### src/rtl/lr_shift_pipe_pkg.sv
// Shared types and helpers for the pipelined left/right shifter.
// Mode encoding is fixed because upstream units drive it as raw bits.
package lr_shift_pipe_pkg;

    typedef enum logic [2:0] {
        SHIFT_LEFT          = 3'd0,
        SHIFT_RIGHT_LOGICAL = 3'd1,
        SHIFT_RIGHT_ARITH   = 3'd2,
        ROTATE_LEFT         = 3'd3,
        ROTATE_RIGHT        = 3'd4
    } shift_mode_e;

    function automatic int clog2(input int value);
        int r;
        r = 0;
        for (int i = 0; i < 31; i++) begin
            if ((1 << i) < value) r = i + 1;
        end
        return r;
    endfunction

endpackage

### src/rtl/lr_shift_pipe_if.sv
// Streaming source (word + shift request) and result channels of the shifter.
// The slave modport is the shifter's view; master is the surrounding datapath.
interface lr_shift_pipe_if #(parameter int width = 8);
    import lr_shift_pipe_pkg::*;

    localparam int SW = clog2(width);

    logic [width-1:0] src_bits;
    logic [SW-1:0]    src_shift;
    shift_mode_e      src_mode;
    logic             src_valid;
    logic             src_ready;

    logic [width-1:0] res_bits;
    logic             res_valid;
    logic             res_ready;

    modport master (
        output src_bits, src_shift, src_mode, src_valid, res_ready,
        input  src_ready, res_bits, res_valid
    );

    modport slave (
        input  src_bits, src_shift, src_mode, src_valid, res_ready,
        output src_ready, res_bits, res_valid
    );

endinterface

### src/rtl/lr_shift_pipe_stage.sv
// One barrel stage: conditional shift/rotate by 2**k, then an enable-gated register
// carrying data, mode, the full shift request and valid.
module lr_shift_stage
    import lr_shift_pipe_pkg::*;
#(
    parameter int width = 8,
    parameter int k     = 0
) (
    input  logic                     clk,
    input  logic                     rst,
    input  logic                     advance,
    input  logic [width-1:0]         data,
    input  logic [clog2(width)-1:0]  shift,
    input  logic [2:0]               mode,
    input  logic                     valid,
    output logic [width-1:0]         data_q,
    output logic [clog2(width)-1:0]  shift_q,
    output logic [2:0]               mode_q,
    output logic                     valid_q
);

    localparam int DIST = 2 ** k;
    // Rotations compose modulo width, so s >= width in rotate modes needs no special case.
    localparam int ROT  = DIST % width;

    logic [width-1:0] moved;

    always_comb begin
        moved = data << DIST;
        case (shift_mode_e'(mode))
            SHIFT_RIGHT_LOGICAL: moved = data >> DIST;
            SHIFT_RIGHT_ARITH:   moved = $signed(data) >>> DIST;
            ROTATE_LEFT:         moved = (data << ROT) | (data >> (width - ROT));
            ROTATE_RIGHT:        moved = (data >> ROT) | (data << (width - ROT));
            default:             ;
        endcase
    end

    always_ff @(posedge clk) begin
        if (rst) begin
            data_q  <= '0;
            shift_q <= '0;
            mode_q  <= '0;
            valid_q <= 1'b0;
        end else if (advance) begin
            data_q  <= shift[k] ? moved : data;
            shift_q <= shift;
            mode_q  <= mode;
            valid_q <= valid;
        end
    end

endmodule

### src/rtl/lr_shift_pipe.sv
// Pipelined shifter: one barrel stage per shift-amount bit plus a result register,
// with a single global stall driven by the registered result handshake.
module lr_shift_pipe
    import lr_shift_pipe_pkg::*;
#(
    parameter int width = 8
) (
    input  logic           clk,
    input  logic           rst,
    lr_shift_pipe_if.slave bus
);

    localparam int SW = clog2(width);

    logic                  stall;
    logic                  advance;
    logic [SW:0][width-1:0] data_d;
    logic [SW:0][SW-1:0]   shift_d;
    logic [SW:0][2:0]      mode_d;
    logic [SW:0]           valid_d;
    logic                  unused_tail;

    assign stall         = bus.res_valid & ~bus.res_ready;
    assign advance       = ~stall;
    assign bus.src_ready = ~stall;

    assign data_d[0]  = bus.src_bits;
    assign shift_d[0] = bus.src_shift;
    assign mode_d[0]  = bus.src_mode;
    assign valid_d[0] = bus.src_valid;

    for (genvar k = 0; k < SW; k++) begin : g_stage
        lr_shift_stage #(
            .width (width),
            .k     (k)
        ) u_stage (
            .clk     (clk),
            .rst     (rst),
            .advance (advance),
            .data    (data_d[k]),
            .shift   (shift_d[k]),
            .mode    (mode_d[k]),
            .valid   (valid_d[k]),
            .data_q  (data_d[k+1]),
            .shift_q (shift_d[k+1]),
            .mode_q  (mode_d[k+1]),
            .valid_q (valid_d[k+1])
        );
    end

    // The last stage's mode and shift have no consumer.
    assign unused_tail = ^{shift_d[SW], mode_d[SW]};

    always_ff @(posedge clk) begin
        if (rst) begin
            bus.res_bits  <= '0;
            bus.res_valid <= 1'b0;
        end else if (advance) begin
            bus.res_bits  <= data_d[SW];
            bus.res_valid <= valid_d[SW];
        end
    end

endmodule

### src/flat_wrapper.sv
// flat-port wrapper written by rule: the top's interface ports become plain ports
module lr_shift_pipe_flat import lr_shift_pipe_pkg::*;
#(
    parameter int width = 8
)
  (clk, rst, bus_src_bits, bus_src_shift, bus_src_mode, bus_src_valid, bus_res_ready, bus_src_ready, bus_res_bits, bus_res_valid);
  lr_shift_pipe_if #(.width(width)) bus_i ();
  input  logic clk;
  input  logic rst;
  input wire logic [$bits(bus_i.src_bits)-1:0] bus_src_bits;
  input wire logic [$bits(bus_i.src_shift)-1:0] bus_src_shift;
  input wire logic [$bits(bus_i.src_mode)-1:0] bus_src_mode;
  input wire logic [$bits(bus_i.src_valid)-1:0] bus_src_valid;
  input wire logic [$bits(bus_i.res_ready)-1:0] bus_res_ready;
  output wire logic [$bits(bus_i.src_ready)-1:0] bus_src_ready;
  output wire logic [$bits(bus_i.res_bits)-1:0] bus_res_bits;
  output wire logic [$bits(bus_i.res_valid)-1:0] bus_res_valid;
  assign bus_i.src_bits = bus_src_bits;
  assign bus_i.src_shift = bus_src_shift;
  assign bus_i.src_mode = bus_src_mode;
  assign bus_i.src_valid = bus_src_valid;
  assign bus_i.res_ready = bus_res_ready;
  assign bus_src_ready = bus_i.src_ready;
  assign bus_res_bits = bus_i.res_bits;
  assign bus_res_valid = bus_i.res_valid;
  lr_shift_pipe #(.width(width)) u_core (.clk(clk), .rst(rst), .bus(bus_i));
endmodule
### config.mk
export PLATFORM = sky130hd
export DESIGN_NAME = lr_shift_pipe_flat
export DESIGN_NICKNAME = d
export VERILOG_FILES = /design/src/rtl/lr_shift_pipe_pkg.sv /design/src/rtl/lr_shift_pipe_if.sv /design/src/rtl/lr_shift_pipe_stage.sv /design/src/rtl/lr_shift_pipe.sv /design/src/flat_wrapper.sv
export SDC_FILE = /design/constraint.sdc
export NUM_CORES = 1
export LEC_CHECK = 0
export CAP_MARGIN = 5
export CORE_ASPECT_RATIO = 1.4
export CORE_MARGIN = 3
export CORE_UTILIZATION = 50
export CTS_BUF_LIST = sky130_fd_sc_hd__clkbuf_8
export CTS_CLUSTER_SIZE = 30
export DETAILED_ROUTE_END_ITERATION = 8
export PLACE_DENSITY = 0.71
export SETUP_SLACK_MARGIN = 0.02
export SLEW_MARGIN = 15
export SYNTH_ARGS = -nofsm -noshare
export SYNTH_HDL_FRONTEND = slang
export SYNTH_SLANG_ARGS = --single-unit
export TNS_END_PERCENT = 20
### constraint.sdc
create_clock -name clk -period 3.6 [get_ports clk]
set_input_delay 0.36 -clock clk [delete_from_list [all_inputs] [get_ports clk]]
set_output_delay 0.36 -clock clk [all_outputs]
set_load 0.01 [all_outputs]
==> flow_summary_export.csv <==
group,metric,value,unit
floorplanning,start_util,54.0,%
flow_run,maxCapViolCount,0,
cells_and_area,nNetsFinal,308,
logic_synthesis,netlist_area,0.00221,mm^2
drt,vias,1981,
floorplanning,fp.coreArea,0.00409,mm^2
cells_and_area,final_cell_mix,"dfxtp_1 (45), nand2_1 (44), a21oi_1 (39)",
placement,dpl.hpwl,3.46,mm
timing,worstMarginPinSlew,0.773,ns
cts,cts-hold-fix-buffers,0,
logic_synthesis,yosys_warnings,0,
critical_path,r2r_cells,4,
cts,cts.sinks,45,
critical_path,r2r_end,"u_core.g_stage[2].u_stage.data_q[7]",
logic_synthesis,synthDistinctLibCells,41,
cts,cts.clk_slew.worst_paths,0.09,ns
timing,finalHoldViolCount,0,
worst_hold_path,hold_start,"u_core.bus.res_bits[0]",
critical_path,slowest_stage,"clkdlybuf4s50_1",
worst_hold_path,hold-path-endpoint,"u_core.bus.res_bits[0]",
logic_synthesis,synth-seq-cells,45,
critical_path,setup.worst_path.start_class,"input port",
timing,setup_violations,0,
timing,finalCriticalPeriod,2.25,ns
critical_path,cp_data_required_time,3.24,ns
drt,drc,0,
cells_and_area,layout_commonest_cell,"dfxtp_1",
critical_path,r2r_slack,1.97,ns
global_route,antenna_found_initial,0,
critical_path,cp.arrival,1.89,ns
global_route,grt_pass1_vias,1849,
global_route,grt_usage,19.7,%
drt,ant_nets,0,
power,p_per_area,427,mW/mm^2
floorplanning,dieWidth,62.1,um
cts,post_cts_buffers,0,
cells_and_area,drive_gt1_share,6.53,%
timing,rsz0062_at_grt,"no",
cells_and_area,utilization,63.5,%
cts,cts_max_level,2,
timing,relSlewSlack,48.3,%
timing,timing_max_transition_violations_final,0,
power,peakVddDrop,0.274,mV
critical_path,path_common_cell,"clkdlybuf4s50_1",
timing,fin_setup_tns,0,ns
cells_and_area,area_delta_synth_final,17.6,%
drt,wl,4.96,mm
critical_path,crit_start,"bus_res_ready",
cts,clock_latency,0.30,ns
cts,ctsResizeCount,0,
placement,gp_congestion,0.755,
cts,clockBufferDepth,2,
critical_path,crit-reg2reg-launch,"u_core.bus.res_valid",
critical_path,timing_worst_setup_path_type,"in -> out",
power,p_leak,0.917,nW
worst_hold_path,hold_class,"reg -> reg",
timing,fin_skew,0.00569,ns
cts,cts_buffers,5,
critical_path,crit_chain,"clkdlybuf4s50_1 -> nor2b_4 -> inv_2 -> clkdlybuf4s50_1",
cells_and_area,n_antenna_cell,0,
run_status,outcome,"finished clean",
floorplanning,fp.dieH,84.6,um
global_route,globalRouteOverflowTotal,0,
logic_synthesis,syn_avg_cell_area,7.99,um^2
drt,drt_iter0_drc,127,
floorplanning,die_area,0.00526,mm^2
logic_synthesis,ys_seq_area_share,40.8,%
timing,max_freq,444,MHz
cells_and_area,nFillCells,378,
drt,wl_per_cell,14.2,um
worst_hold_path,whs_path_depth,2,
logic_synthesis,synthesis.nets,294,
floorplanning,ios,28,
cts,cts_root_buf,"clkbuf_8",
placement,port_buffers,27,
timing,fin_crit_sh,62.5,%
logic_synthesis,netlist_instances,276,
cts,cts_tree,"built",
critical_path,cpPeakStageDelay,0.62,ns
global_route,grt_max_degree,54,
drt,dr.pass1.iters,4,
global_route,grt_pass1_wl,8.36,mm
drt,via_per_inst,5.68,
floorplanning,row_count,27,
critical_path,timing.critical_path.to_type,"output port",
critical_path,cp_max_fo,27,
[cell usage after synthesis]
| cell | instances | area share (%) |
|---|---|---|
| a2111oi_0 | 1 | 0.40 |
| a211oi_1 | 5 | 1.7 |
| a21o_1 | 2 | 0.68 |
| a21oi_1 | 39 | 8.8 |
| a21oi_2 | 1 | 0.40 |
| a221oi_1 | 5 | 2.0 |
| a311oi_1 | 2 | 0.79 |
| and3_1 | 1 | 0.28 |
| buf_1 | 1 | 0.17 |
| buf_2 | 11 | 2.5 |
| buf_6 | 1 | 0.51 |
| clkbuf_1 | 11 | 1.9 |
| dfxtp_1 | 45 | 41 |
| inv_1 | 4 | 0.68 |
| inv_2 | 2 | 0.34 |
| mux2i_1 | 6 | 2.7 |
| nand2_1 | 44 | 7.5 |
| nand2b_1 | 6 | 1.7 |
| nand3_1 | 2 | 0.45 |
| nand3b_1 | 9 | 3.1 |
| nand4b_1 | 3 | 1.2 |
| nand4bb_1 | 2 | 1.0 |
| nor2_1 | 20 | 3.4 |
| nor2b_1 | 3 | 0.85 |
| nor3_1 | 8 | 1.8 |
| nor3_2 | 1 | 0.45 |
| nor3b_1 | 11 | 3.7 |
| nor4_1 | 1 | 0.28 |
| o2111ai_1 | 2 | 0.79 |
| o211ai_1 | 2 | 0.68 |
| o21a_1 | 1 | 0.34 |
| o21ai_0 | 4 | 0.91 |
| o21bai_1 | 1 | 0.34 |
| o22ai_1 | 6 | 1.7 |
| o22ai_2 | 1 | 0.57 |
| o31a_1 | 1 | 0.40 |
| o31ai_1 | 3 | 1.0 |
| o32ai_1 | 4 | 1.6 |
| or2_2 | 1 | 0.28 |
| xnor2_1 | 2 | 0.79 |
| xor2_1 | 1 | 0.40 |
[stage by stage]
stage | hold slack (ns) | cells | cell area (um^2) | worst slack [ns] | total power, mW
floorplan | 0.432 | 276 | 2210 | 2.23 | 0.662
global placement | 0.439 | 341 | 2470 | 1.36 | 0.713
detailed placement | 0.443 | 341 | 2470 | 1.33 | 0.715
CTS | 0.455 | 349 | 2590 | 1.33 | 1.11
global route | 0.467 | 349 | 2590 | 1.27 | 1.15
finish | 0.450 | 349 | 2590 | 1.35 | 1.11
[cell families after synthesis]
logic type             after synthesis  share of synthesized area [%]
AO/OA/AOI/OAI                       80                           23.1
XOR/XNOR                             3                           1.19
buffers and inverters               30                           6.07
flip-flops                          45                           40.8
multiplexers                         6                           2.72
AND/OR/NAND/NOR                    112                           26.0
[cell type report]
class / count / area [um^2] / share of cell area (%)
timing repair buffer: 31 / 300 / 11.6
clock buffer: 6 / 82.6 / 3.18
inverter: 6 / 22.5 / 0.868
tap: 58 / 72.6 / 2.80
multi-input combinational: 201 / 1180 / 45.4
clock inverter: 2 / 37.5 / 1.45
sequential: 45 / 901 / 34.7
[state kept, by name, summed over array words and instances, names as in the netlist]
register and cells:
u_core.g_stage.u_stage.valid_q 3, u_core.g_stage.u_stage.data_q 24, u_core.g_stage.u_stage.mode_q 6, u_core.bus.res_valid 1, u_core.bus.res_bits 8, u_core.g_stage.u_stage.shift_q 3
[layer usage]
metal	track usage [%]	vias up	share of wire, %
li1	-	1013	-
met1	20.5	908	42
met2	36.7	47	52
met3	4.28	13	3.5
met4	10.1	0	2.9
met5	0	-	0
[report_power, final]
part | internal [mW] | switching, mW
registers | 0.527 | 0.0338
clock network | 0.226 | 0.179
logic | 0.0738 | 0.0684
[worst max-delay path, delay by kind of cell]
family	cells	cell delay (ns)
simple gates	1	0.05
buf+inv	3	1.47
[worst max path at each step]
| stage | to | slack, ns | depth (start not counted) |
|---|---|---|---|
| 2_1_floorplan | bus_src_ready | 2.23 | 5 |
| 3_3_place_gp | bus_src_ready | 1.36 | 4 |
| 3_5_place_dp | bus_src_ready | 1.33 | 4 |
| 4_1_cts | bus_src_ready | 1.33 | 4 |
| 5_1_grt | bus_src_ready | 1.27 | 4 |
| 6_report | bus_src_ready | 1.35 | 4 |
Power figures use the tool's default switching activity.
